==> src/rtl/mem_arb_pkg.sv <==
// ---------------------------------------------------------------------------
// mem_arb_pkg
// Shared definitions for the instruction/data cache memory arbiter:
//   - state_t          : arbiter FSM states
//   - ADDR_W_DEF       : default memory line address width
//   - LINE_W_DEF       : default cache line width
//   - GRANT_I/GRANT_D  : encodings of the 1-bit grant / last_grant value
// ---------------------------------------------------------------------------
package mem_arb_pkg;

  typedef enum logic [1:0] {
    IDLE   = 2'd0,
    I_BUSY = 2'd1,
    D_BUSY = 2'd2,
    DONE   = 2'd3
  } state_t;

  localparam int ADDR_W_DEF = 28;
  localparam int LINE_W_DEF = 128;

  localparam logic GRANT_I = 1'b0;
  localparam logic GRANT_D = 1'b1;

endpackage : mem_arb_pkg

==> src/rtl/mem_arbiter_if.sv <==
// ---------------------------------------------------------------------------
// mem_arbiter_if
// Bundle of every handshake/data signal around the arbiter.
//   I-cache side : i_read, i_addr -> arbiter ; i_rdata, i_ready <- arbiter
//   D-cache side : d_read, d_write, d_addr, d_wdata -> arbiter ;
//                  d_rdata, d_ready <- arbiter
//   Memory side  : mem_read, mem_write, mem_addr, mem_wdata <- arbiter ;
//                  mem_rdata, mem_ready -> arbiter
// Modports:
//   slave  : the arbiter's view (serves the caches, drives memory commands)
//   master : the environment's view (caches plus memory)
// ---------------------------------------------------------------------------
interface mem_arbiter_if #(
  parameter int ADDR_W = mem_arb_pkg::ADDR_W_DEF,
  parameter int LINE_W = mem_arb_pkg::LINE_W_DEF
);

  logic              i_read;
  logic [ADDR_W-1:0] i_addr;
  logic [LINE_W-1:0] i_rdata;
  logic              i_ready;

  logic              d_read;
  logic              d_write;
  logic [ADDR_W-1:0] d_addr;
  logic [LINE_W-1:0] d_wdata;
  logic [LINE_W-1:0] d_rdata;
  logic              d_ready;

  logic              mem_read;
  logic              mem_write;
  logic [ADDR_W-1:0] mem_addr;
  logic [LINE_W-1:0] mem_wdata;
  logic [LINE_W-1:0] mem_rdata;
  logic              mem_ready;

  modport slave (
    input  i_read, i_addr,
    output i_rdata, i_ready,
    input  d_read, d_write, d_addr, d_wdata,
    output d_rdata, d_ready,
    output mem_read, mem_write, mem_addr, mem_wdata,
    input  mem_rdata, mem_ready
  );

  modport master (
    output i_read, i_addr,
    input  i_rdata, i_ready,
    output d_read, d_write, d_addr, d_wdata,
    input  d_rdata, d_ready,
    input  mem_read, mem_write, mem_addr, mem_wdata,
    output mem_rdata, mem_ready
  );

endinterface : mem_arbiter_if

==> src/rtl/mem_arbiter.sv <==
// ---------------------------------------------------------------------------
// mem_arbiter
// Shares one line-wide memory port between an I-cache (fills only) and a
// D-cache (fills and write-backs). One transaction is in flight at a time;
// simultaneous requests alternate round-robin, starting with the I side
// after reset.
// Ports:
//   clk : clock, rising edge
//   rst : asynchronous, active-low reset
//   bus : mem_arbiter_if.slave carrying the I-cache, D-cache and memory
//         signals
// Memory command, address and write data come straight from registers
// captured at grant time, so they stay stable for the whole transaction
// even if the requester changes or drops its inputs.
// ---------------------------------------------------------------------------
module mem_arbiter
  import mem_arb_pkg::*;
#(
  parameter int ADDR_W = ADDR_W_DEF,
  parameter int LINE_W = LINE_W_DEF
) (
  input  logic           clk,
  input  logic           rst,
  mem_arbiter_if.slave   bus
);

  state_t            state_q,      state_d;
  logic              last_grant_q, last_grant_d;
  logic              mem_read_q,   mem_read_d;
  logic              mem_write_q,  mem_write_d;
  logic [ADDR_W-1:0] addr_q,       addr_d;
  logic [LINE_W-1:0] wdata_q,      wdata_d;
  logic [LINE_W-1:0] i_rdata_q,    i_rdata_d;
  logic [LINE_W-1:0] d_rdata_q,    d_rdata_d;

  logic i_req;
  logic d_req;
  logic pick_i;

  assign i_req = bus.i_read;
  assign d_req = bus.d_read | bus.d_write;

  // On a tie, the side that did not complete last wins.
  assign pick_i = i_req & (~d_req | (last_grant_q == GRANT_D));

  // Next-state logic. last_grant is updated at completion, so in DONE it
  // also identifies which side gets the completion pulse.
  always_comb begin
    state_d      = state_q;
    last_grant_d = last_grant_q;
    mem_read_d   = mem_read_q;
    mem_write_d  = mem_write_q;
    addr_d       = addr_q;
    wdata_d      = wdata_q;
    i_rdata_d    = i_rdata_q;
    d_rdata_d    = d_rdata_q;

    unique case (state_q)
      IDLE: begin
        if (pick_i) begin
          state_d     = I_BUSY;
          addr_d      = bus.i_addr;
          mem_read_d  = 1'b1;
          mem_write_d = 1'b0;
        end else if (d_req) begin
          // A simultaneous read and write from the D side is a write-back.
          state_d     = D_BUSY;
          addr_d      = bus.d_addr;
          wdata_d     = bus.d_wdata;
          mem_read_d  = ~bus.d_write;
          mem_write_d = bus.d_write;
        end
      end

      I_BUSY: begin
        if (bus.mem_ready) begin
          state_d      = DONE;
          mem_read_d   = 1'b0;
          mem_write_d  = 1'b0;
          last_grant_d = GRANT_I;
          i_rdata_d    = bus.mem_rdata;
        end
      end

      D_BUSY: begin
        if (bus.mem_ready) begin
          state_d      = DONE;
          mem_read_d   = 1'b0;
          mem_write_d  = 1'b0;
          last_grant_d = GRANT_D;
          if (mem_read_q) begin
            d_rdata_d = bus.mem_rdata;
          end
        end
      end

      DONE: begin
        state_d = IDLE;
      end

      default: begin
        state_d = IDLE;
      end
    endcase
  end

  // State and datapath registers; reset drops any transaction in flight.
  always_ff @(posedge clk or negedge rst) begin
    if (!rst) begin
      state_q      <= IDLE;
      last_grant_q <= GRANT_D;
      mem_read_q   <= 1'b0;
      mem_write_q  <= 1'b0;
      addr_q       <= '0;
      wdata_q      <= '0;
      i_rdata_q    <= '0;
      d_rdata_q    <= '0;
    end else begin
      state_q      <= state_d;
      last_grant_q <= last_grant_d;
      mem_read_q   <= mem_read_d;
      mem_write_q  <= mem_write_d;
      addr_q       <= addr_d;
      wdata_q      <= wdata_d;
      i_rdata_q    <= i_rdata_d;
      d_rdata_q    <= d_rdata_d;
    end
  end

  assign bus.mem_read  = mem_read_q;
  assign bus.mem_write = mem_write_q;
  assign bus.mem_addr  = addr_q;
  assign bus.mem_wdata = wdata_q;

  assign bus.i_rdata   = i_rdata_q;
  assign bus.d_rdata   = d_rdata_q;
  assign bus.i_ready   = (state_q == DONE) && (last_grant_q == GRANT_I);
  assign bus.d_ready   = (state_q == DONE) && (last_grant_q == GRANT_D);

endmodule : mem_arbiter

==> src/flat_wrapper.sv <==
// flat-port wrapper written by rule: the top's interface ports become plain ports
module mem_arbiter_flat import mem_arb_pkg::*;
#(
  parameter int ADDR_W = ADDR_W_DEF,
  parameter int LINE_W = LINE_W_DEF
)
  (clk, rst, bus_i_read, bus_i_addr, bus_i_rdata, bus_i_ready, bus_d_read, bus_d_write, bus_d_addr, bus_d_wdata, bus_d_rdata, bus_d_ready, bus_mem_read, bus_mem_write, bus_mem_addr, bus_mem_wdata, bus_mem_rdata, bus_mem_ready);
  mem_arbiter_if #(.ADDR_W(ADDR_W), .LINE_W(LINE_W)) bus_i ();
  input  logic clk;
  input  logic rst;
  input wire logic [$bits(bus_i.i_read)-1:0] bus_i_read;
  input wire logic [$bits(bus_i.i_addr)-1:0] bus_i_addr;
  output wire logic [$bits(bus_i.i_rdata)-1:0] bus_i_rdata;
  output wire logic [$bits(bus_i.i_ready)-1:0] bus_i_ready;
  input wire logic [$bits(bus_i.d_read)-1:0] bus_d_read;
  input wire logic [$bits(bus_i.d_write)-1:0] bus_d_write;
  input wire logic [$bits(bus_i.d_addr)-1:0] bus_d_addr;
  input wire logic [$bits(bus_i.d_wdata)-1:0] bus_d_wdata;
  output wire logic [$bits(bus_i.d_rdata)-1:0] bus_d_rdata;
  output wire logic [$bits(bus_i.d_ready)-1:0] bus_d_ready;
  output wire logic [$bits(bus_i.mem_read)-1:0] bus_mem_read;
  output wire logic [$bits(bus_i.mem_write)-1:0] bus_mem_write;
  output wire logic [$bits(bus_i.mem_addr)-1:0] bus_mem_addr;
  output wire logic [$bits(bus_i.mem_wdata)-1:0] bus_mem_wdata;
  input wire logic [$bits(bus_i.mem_rdata)-1:0] bus_mem_rdata;
  input wire logic [$bits(bus_i.mem_ready)-1:0] bus_mem_ready;
  assign bus_i.i_read = bus_i_read;
  assign bus_i.i_addr = bus_i_addr;
  assign bus_i_rdata = bus_i.i_rdata;
  assign bus_i_ready = bus_i.i_ready;
  assign bus_i.d_read = bus_d_read;
  assign bus_i.d_write = bus_d_write;
  assign bus_i.d_addr = bus_d_addr;
  assign bus_i.d_wdata = bus_d_wdata;
  assign bus_d_rdata = bus_i.d_rdata;
  assign bus_d_ready = bus_i.d_ready;
  assign bus_mem_read = bus_i.mem_read;
  assign bus_mem_write = bus_i.mem_write;
  assign bus_mem_addr = bus_i.mem_addr;
  assign bus_mem_wdata = bus_i.mem_wdata;
  assign bus_i.mem_rdata = bus_mem_rdata;
  assign bus_i.mem_ready = bus_mem_ready;
  mem_arbiter #(.ADDR_W(ADDR_W), .LINE_W(LINE_W)) u_core (.clk(clk), .rst(rst), .bus(bus_i));
endmodule
==> config.mk <==
export PLATFORM = sky130hd
export DESIGN_NAME = mem_arbiter_flat
export DESIGN_NICKNAME = d
export VERILOG_FILES = /design/src/rtl/mem_arb_pkg.sv /design/src/rtl/mem_arbiter_if.sv /design/src/rtl/mem_arbiter.sv /design/src/flat_wrapper.sv
export SDC_FILE = /design/constraint.sdc
export NUM_CORES = 1
export LEC_CHECK = 0
export ABC_AREA = 0
export CAP_MARGIN = 20
export CORE_AREA = 5 5 281 283
export CTS_CLUSTER_SIZE = 25
export DETAILED_ROUTE_END_ITERATION = 6
export DIE_AREA = 0 0 286 288
export MAX_ROUTING_LAYER = met4
export PLACE_DENSITY = 0.54
export SLEW_MARGIN = 20
export SYNTH_ARGS = -nofsm -noshare
export SYNTH_HDL_FRONTEND = slang
export SYNTH_SLANG_ARGS = --single-unit
==> constraint.sdc <==
create_clock -name clk -period 3.65 [get_ports clk]
set_input_delay 0.5475 -clock clk [delete_from_list [all_inputs] [get_ports clk]]
set_output_delay 0.5475 -clock clk [all_outputs]
set_load 0.03 [all_outputs]
==> impl_metrics.env, run 1 <==
export IMPL_post_cts_setup_buffer_count=0
export IMPL_start_kind="flip-flop"
export IMPL_postSynthCellCount=1006
export IMPL_cts_buffers=48
export IMPL_wl_per_cell_um=20.72
export IMPL_crit_family="buffers and inverters"
export IMPL_tritoncts="built"
export IMPL_io_pin_count=734
export IMPL_utilization=0.3468
export IMPL_worstMarginPinSlew_ns=1.043
export IMPL_first_iter_violations=392
export IMPL_grt_use_total=0.1359
export IMPL_die_area_sq_um=82370
export IMPL_hold_ws_ns=0.03549
export IMPL_grt_pass1_wl_um=83700
export IMPL_drcViolationCount=0
export IMPL_synthFlopType="dfrtp_1"
export IMPL_io_buffers=733
export IMPL_power_density_nw_per_um2=1058
export IMPL_yosys_top_cells_area="dfrtp_1 (63%), mux2_2 (19%), mux2_4 (9.2%)"
export IMPL_die_w_um=286
export IMPL_async_reset_ff_frac=1.000
export IMPL_yosysTopAreaCell="dfrtp_1"
export IMPL_globalplace_congestion=0.8032
export IMPL_skew_ns=0.01301
export IMPL_die_h_um=288
export IMPL_grt_max_degree=94
export IMPL_antenna_found_initial=11
export IMPL_critical_path_class="flip-flop to primary output"
export IMPL_synth_cell_types=32
export IMPL_nNetsFinal=2079
export IMPL_synth_seq_cells=417
export IMPL_setup_violations_final=0
export IMPL_preCtsSetupSlack_ns=0.9530
export IMPL_dr_total_vias=11460
export IMPL_max_cap_violations=0
export IMPL_vias_per_cell=4.108
export IMPL_num_fill_cells=7392
export IMPL_clk_pin_slew_ns=0.06
export IMPL_hpwl_um=43330
export IMPL_htreeDepth=2
export IMPL_ir_drop_v=0.0005955
export IMPL_avgSynthCellArea_sq_um=16.36
export IMPL_clk_path_buf_depth=3
export IMPL_area_growth_pct=61.12
export IMPL_seqCellArea_sq_um=10440
export IMPL_p_leak_nw=11.25
export IMPL_layout_drive_gt1_share=0.2730
export IMPL_multi_input_area_sq_um=5554
export IMPL_cts_sinks=417
export IMPL_end_kind="primary output"
export IMPL_finalMaxSlewViolations=0
export IMPL_synth_top_area_frac=0.6327
export IMPL_ys_warn_count=0
export IMPL_syn_area_sq_um=16450
export IMPL_synth_edf_count=0
export IMPL_hold_buffers=0
export IMPL_crit_path_cell_trace="ha_1, nor2b_1, clkdlybuf4s50_1"
export IMPL_synth_net_count=1330
export IMPL_run_status="completed"
export IMPL_routed_wl_um=57820
export IMPL_grt_pass1_vias=12680
export IMPL_start_util=0.2152
export IMPL_rows=102
export IMPL_postCtsResizedCells=0
export IMPL_cts_root_buffer="clkbuf_16"
export IMPL_setup_tns_ns=0
export IMPL_final_antenna_net_count=0
export IMPL_min_path_type="input port to asynchronous set/reset pin"
export IMPL_crit_fanout=5
export IMPL_period_share=0.6990
export IMPL_seq_area_frac_synth=0.6342
export IMPL_crit_required_ns=3.10
export IMPL_cpPeakStageDelay_ns=0.72
export IMPL_hold_viol=0
export IMPL_rsz0062_at_grt="false"
export IMPL_arrival_ns=2.00
export IMPL_setup_ws_ns=1.099
export IMPL_fmaxAchievable_mhz=392.0
export IMPL_path_buf_inv=1
export IMPL_max_slew_margin=0.3047
export IMPL_dr_pass1_iters=5
export IMPL_min_period_ns=2.551
export IMPL_overflow=0
export IMPL_critPathSlowestCell="clkdlybuf4s50_1"
export IMPL_clk_latency_ns=0.57
export IMPL_coreArea_sq_um=76450
## kinds of logic (layout without fill, tap and decap cells)
kind of cell | count (synthesis) | after routing | share of synthesized area
AOI/OAI and AO/OA | 66 | 66 | 0.02388
DFF | 417 | 417 | 0.6342
adders and majority gates | 6 | 6 | 0.004562
and+or+nand+nor | 65 | 65 | 0.01855
muxes | 388 | 388 | 0.2885
buffers and inverters | 64 | 849 | 0.03026
other | 0 | 11 | 0
## where the power goes
group          internal (mW)  switching [mW]  leakage [nW]
Combinational           6.88            7.98          5.53
Clock                   2.92            1.96         0.776
Sequential              7.01            1.30          4.95
## state kept, by name, summed over array words and instances (netlist names)
| signal | count |
|---|---|
| u_core.bus.mem_read | 1 |
| u_core.bus.d_rdata | 128 |
| u_core.bus.mem_addr | 28 |
| u_core.bus.i_rdata | 128 |
| u_core.last_grant_q | 1 |
| u_core.bus.mem_wdata | 128 |
| u_core.state_q | 2 |
| u_core.bus.mem_write | 1 |
## per-stage QoR
step	power, mW	cell area, sq um	cells
after floorplan	16.75	16450	1006
after global placement	23.18	24890	2693
after detailed placement	23.37	24890	2693
after CTS	28.46	26480	2779
after global routing	29.34	26510	2789
final	28.04	26510	2790
## layout by cell type, fill, tap and decap left out, drive strengths merged
cell,n
clkinv,3
o21ai,28
nor2,29
mux2,387
o21bai,1
buf,27
a211oi,1
nor2b,2
nand2,2
a22o,1
diode,11
and3b,1
nor4b,1
o211ai,1
clkinvlp,1
dfrtp,416
and2,1
mux2i,1
dfstp,1
inv,5
a31oi,30
o31a,1
a21oi,2
clkdlybuf4s50,732
clkbuf,79
o21ba,1
bufinv,2
ha,6
nand3,29
## synthesized netlist by cell type, types with 2 or more instances
master,count
buf_2,35
dfrtp_1,416
a21oi_1,2
mux2_1,2
clkbuf_1,7
inv_1,4
a31oi_1,30
clkbuf_2,2
mux2_4,101
mux2_2,284
ha_1,6
buf_12,10
o21ai_0,25
nor2b_1,2
nor2_1,29
buf_6,5
nand3_1,29
o21ai_1,3
## layout make-up
class,instances,share of cell area
clock buffers,79,0.05621
well taps,988,0.04663
inverters,4,0.0005663
diodes,11,0.001038
flip-flops and latches,417,0.3936
multi-input cells,525,0.2095
clock inverters,7,0.003870
repair buffers,759,0.2885
## per-layer routing
metal | track usage | share of wire | wire, um | vias to the layer above
met5 | - | 0 | 0 | -
met4 | 0.05042 | 0.035 | 2048 | 0
met3 | 0.04830 | 0.087 | 5054 | 109
met2 | 0.2352 | 0.51 | 29670 | 474
met1 | 0.1436 | 0.36 | 21050 | 5787
li1 | - | - | - | 5091
## worst reg2reg max path, stage by stage, from the launching register on
cell,delay (ns)
dfrtp_1,0.41
inv_1,0.14
ha_1,0.23
nand3_4,0.50
buf_12,0.45
mux2_2,0.35
## path summary, 6_finish.rpt
path / from / endpoint / slack, ns / depth (start not counted)
max: u_core.state_q[1] / bus_i_ready / 1.10 / 3
min: rst / u_core.bus.mem_wdata[75] / 0.04 / 1
max reg2reg: u_core.state_q[0] / u_core.bus.d_rdata[106] / 1.44 / 5
min reg2reg: u_core.bus.mem_wdata[125] / u_core.bus.mem_wdata[125] / 0.50 / 1
max in group asynchronous: rst / u_core.bus.i_rdata[103] / 2.61 / 2
min in group clk: u_core.bus.mem_wdata[125] / u_core.bus.mem_wdata[125] / 0.50 / 1
(Power assumes the default switching activity.)
==> run 2, diff against run 1 <==
--- a/config.mk
+++ b/config.mk
@@ -12,7 +12,7 @@
 export DETAILED_ROUTE_END_ITERATION = 6
 export DIE_AREA = 0 0 286 288
 export MAX_ROUTING_LAYER = met4
-export PLACE_DENSITY = 0.54
+export PLACE_DENSITY = 0.56
 export SLEW_MARGIN = 20
 export SYNTH_ARGS = -nofsm -noshare
 export SYNTH_HDL_FRONTEND = slang
==> constraint.sdc (replaced) <==
create_clock -name clk -period 2.2 [get_ports clk]
set_input_delay 0.33 -clock clk [delete_from_list [all_inputs] [get_ports clk]]
set_output_delay 0.33 -clock clk [all_outputs]
set_load 0.03 [all_outputs]
==> impl_metrics.env, run 2 (synthesis results as in run 1) <==
export IMPL_routed_wl_um=58330
export IMPL_setup_violations_final=0
export IMPL_die_w_um=286
export IMPL_grt_pass1_vias=12800
export IMPL_design_power_total_mw=47.09
export IMPL_rows=102
export IMPL_hold_viol=0
export IMPL_grt_max_degree=57
export IMPL_start_util=0.2152
export IMPL_wl_per_cell_um=20.71
export IMPL_hold_ws_ns=0.2768
export IMPL_finalMaxSlewViolations=0
export IMPL_coreArea_sq_um=76450
export IMPL_ir_drop_v=0.0007935
export IMPL_layout_drive_gt1_share=0.2848
export IMPL_first_iter_violations=414
export IMPL_grt_pass1_wl_um=85010
export IMPL_start_kind="flip-flop"
export IMPL_io_buffers=733
export IMPL_hpwl_um=45020
export IMPL_skew_ns=0.01135
export IMPL_crit_required_ns=1.87
export IMPL_cts_root_buffer="clkbuf_16"
export IMPL_clk_latency_ns=0.58
export IMPL_min_path_type="input port to asynchronous set/reset pin"
export IMPL_arrival_ns=1.75
export IMPL_cp_startpoint="u_core.last_grant_q"
export IMPL_die_h_um=288
export IMPL_crit_end="bus_d_ready"
export IMPL_critical_path_class="flip-flop to primary output"
export IMPL_power_density_nw_per_um2=1748
export IMPL_globalplace_congestion=0.8562
export IMPL_overflow=0
export IMPL_period_share=0.9468
export IMPL_htreeDepth=2
export IMPL_drcViolationCount=0
export IMPL_clk_pin_slew_ns=0.06
export IMPL_cpPeakStageDelay_ns=0.62
export IMPL_max_slew_margin=0.5876
export IMPL_run_status="completed"
export IMPL_reg2regPathDepth=6
export IMPL_layout_commonest_cell="clkdlybuf4s50_1"
export IMPL_fmaxAchievable_mhz=480.1
export IMPL_num_fill_cells=7355
export IMPL_dr_total_vias=11500
export IMPL_preCtsSetupSlack_ns=-0.03931
export IMPL_dr_pass1_iters=5
export IMPL_die_area_sq_um=82370
export IMPL_nNetsFinal=2105
export IMPL_grt_use_total=0.1381
export IMPL_cts_sinks=417
export IMPL_max_cap_violations=0
export IMPL_final_cell_mix="clkdlybuf4s50_1 (730), dfrtp_1 (416), mux2_2 (284)"
export IMPL_vias_per_cell=4.085
export IMPL_io_pin_count=734
export IMPL_tritoncts="built"
export IMPL_clk_path_buf_depth=3
export IMPL_setup_ws_ns=0.1171
export IMPL_post_cts_setup_buffer_count=0
export IMPL_p_leak_nw=11.48
export IMPL_area_growth_pct=63.71
export IMPL_final_antenna_net_count=0
export IMPL_min_period_ns=2.083
export IMPL_reg2reg_setup_slack_ns=0.31
export IMPL_crit_path_cell_trace="and2_1, dlygate4sd2_1"
export IMPL_antenna_found_initial=9
export IMPL_worstMarginPinSlew_ns=0.6157
export IMPL_r2r_start="u_core.state_q[1]"
export IMPL_critPathSlowestCell="dfstp_2"
export IMPL_cts_buffers=50
export IMPL_crit_fanout=6
export IMPL_rsz0062_at_grt="false"
export IMPL_r2r_end="u_core.state_q[1]"
export IMPL_end_kind="primary output"
run 2: cell types whose count changed in the layout (fill, tap and decap cells not counted), moves of 2 or more:
| cell | previous run | this run |
|---|---|---|
| buf_12 | 9 | 23 |
| buf_4 | 17 | 26 |
| bufinv_16 | 2 | 4 |
| clkbuf_8 | 13 | 10 |
| clkdlybuf4s50_1 | 732 | 730 |
| clkinv_2 | 2 | 4 |
| clkinv_4 | 0 | 2 |
| diode_2 | 11 | 9 |
run 2: what timing repair did:
action,in CTS,in global routing
endpoints found under the hold margin,37,0
gates resized for setup,2,2
endpoints found under the setup margin,2,1
hold buffers,1,0
run 2: area by class of cell:
cell class	instances	area, sq um	share of cell area
Sequential cell	417	10440	0.3874
Timing Repair Buffer	783	8001	0.2970
Multi-Input combinational cell	525	5554	0.2062
Clock buffer	76	1470	0.05458
Tap cell	988	1236	0.04589
Clock inverter	14	202.7	0.007524
Antenna cell	9	22.52	0.0008360
Inverter	4	15.01	0.0005574
run 2: power breakdown:
part / switching, mW / internal [mW]
Combinational: 13.2 / 11.6
Clock: 3.30 / 5.08
Sequential: 2.21 / 11.6
run 2: metal layers:
metal  vias up  routed length [um]  track usage  part of all wire
met3       110                4415      0.04046             0.076
met2       456               29760       0.2355              0.51
met1      5794               22260       0.1548              0.38
met4         0                1891      0.04933             0.032
met5         -                   0            -                 0
li1       5143                   -            -                 -
run 2: metrics by stage:
step                      instances  cell area [sq um]  utilization  setup TNS (ns)
after detailed placement       2716              25240       0.3302          -1.515
after CTS                      2807              26920       0.3521               0
after floorplan                1006              16450            -               0
final                          2816              26940       0.3524               0
after global routing           2816              26940       0.3524               0
after global placement         2716              25240       0.3302         -0.8462
run 2: how the worst min path moves through the flow:
stage	slack, ns	cells after the start	startpoint	endpoint
5_1_grt	0.28	2	rst	u_core.bus.i_rdata[36]
4_1_cts	0.25	2	rst	u_core.bus.i_rdata[66]
3_3_place_gp	0.27	1	rst	u_core.bus.i_rdata[39]
3_5_place_dp	0.28	1	rst	u_core.bus.d_rdata[39]
2_1_floorplan	0.03	0	rst	u_core.bus.d_rdata[0]
6_report	0.28	2	rst	u_core.bus.i_rdata[36]
run 2: critical path, delay by kind of cell, from the launching register on:
family,cells,cell delay (ns)
flops,1,0.62
buf+inv,1,0.42
simple gates,1,0.14
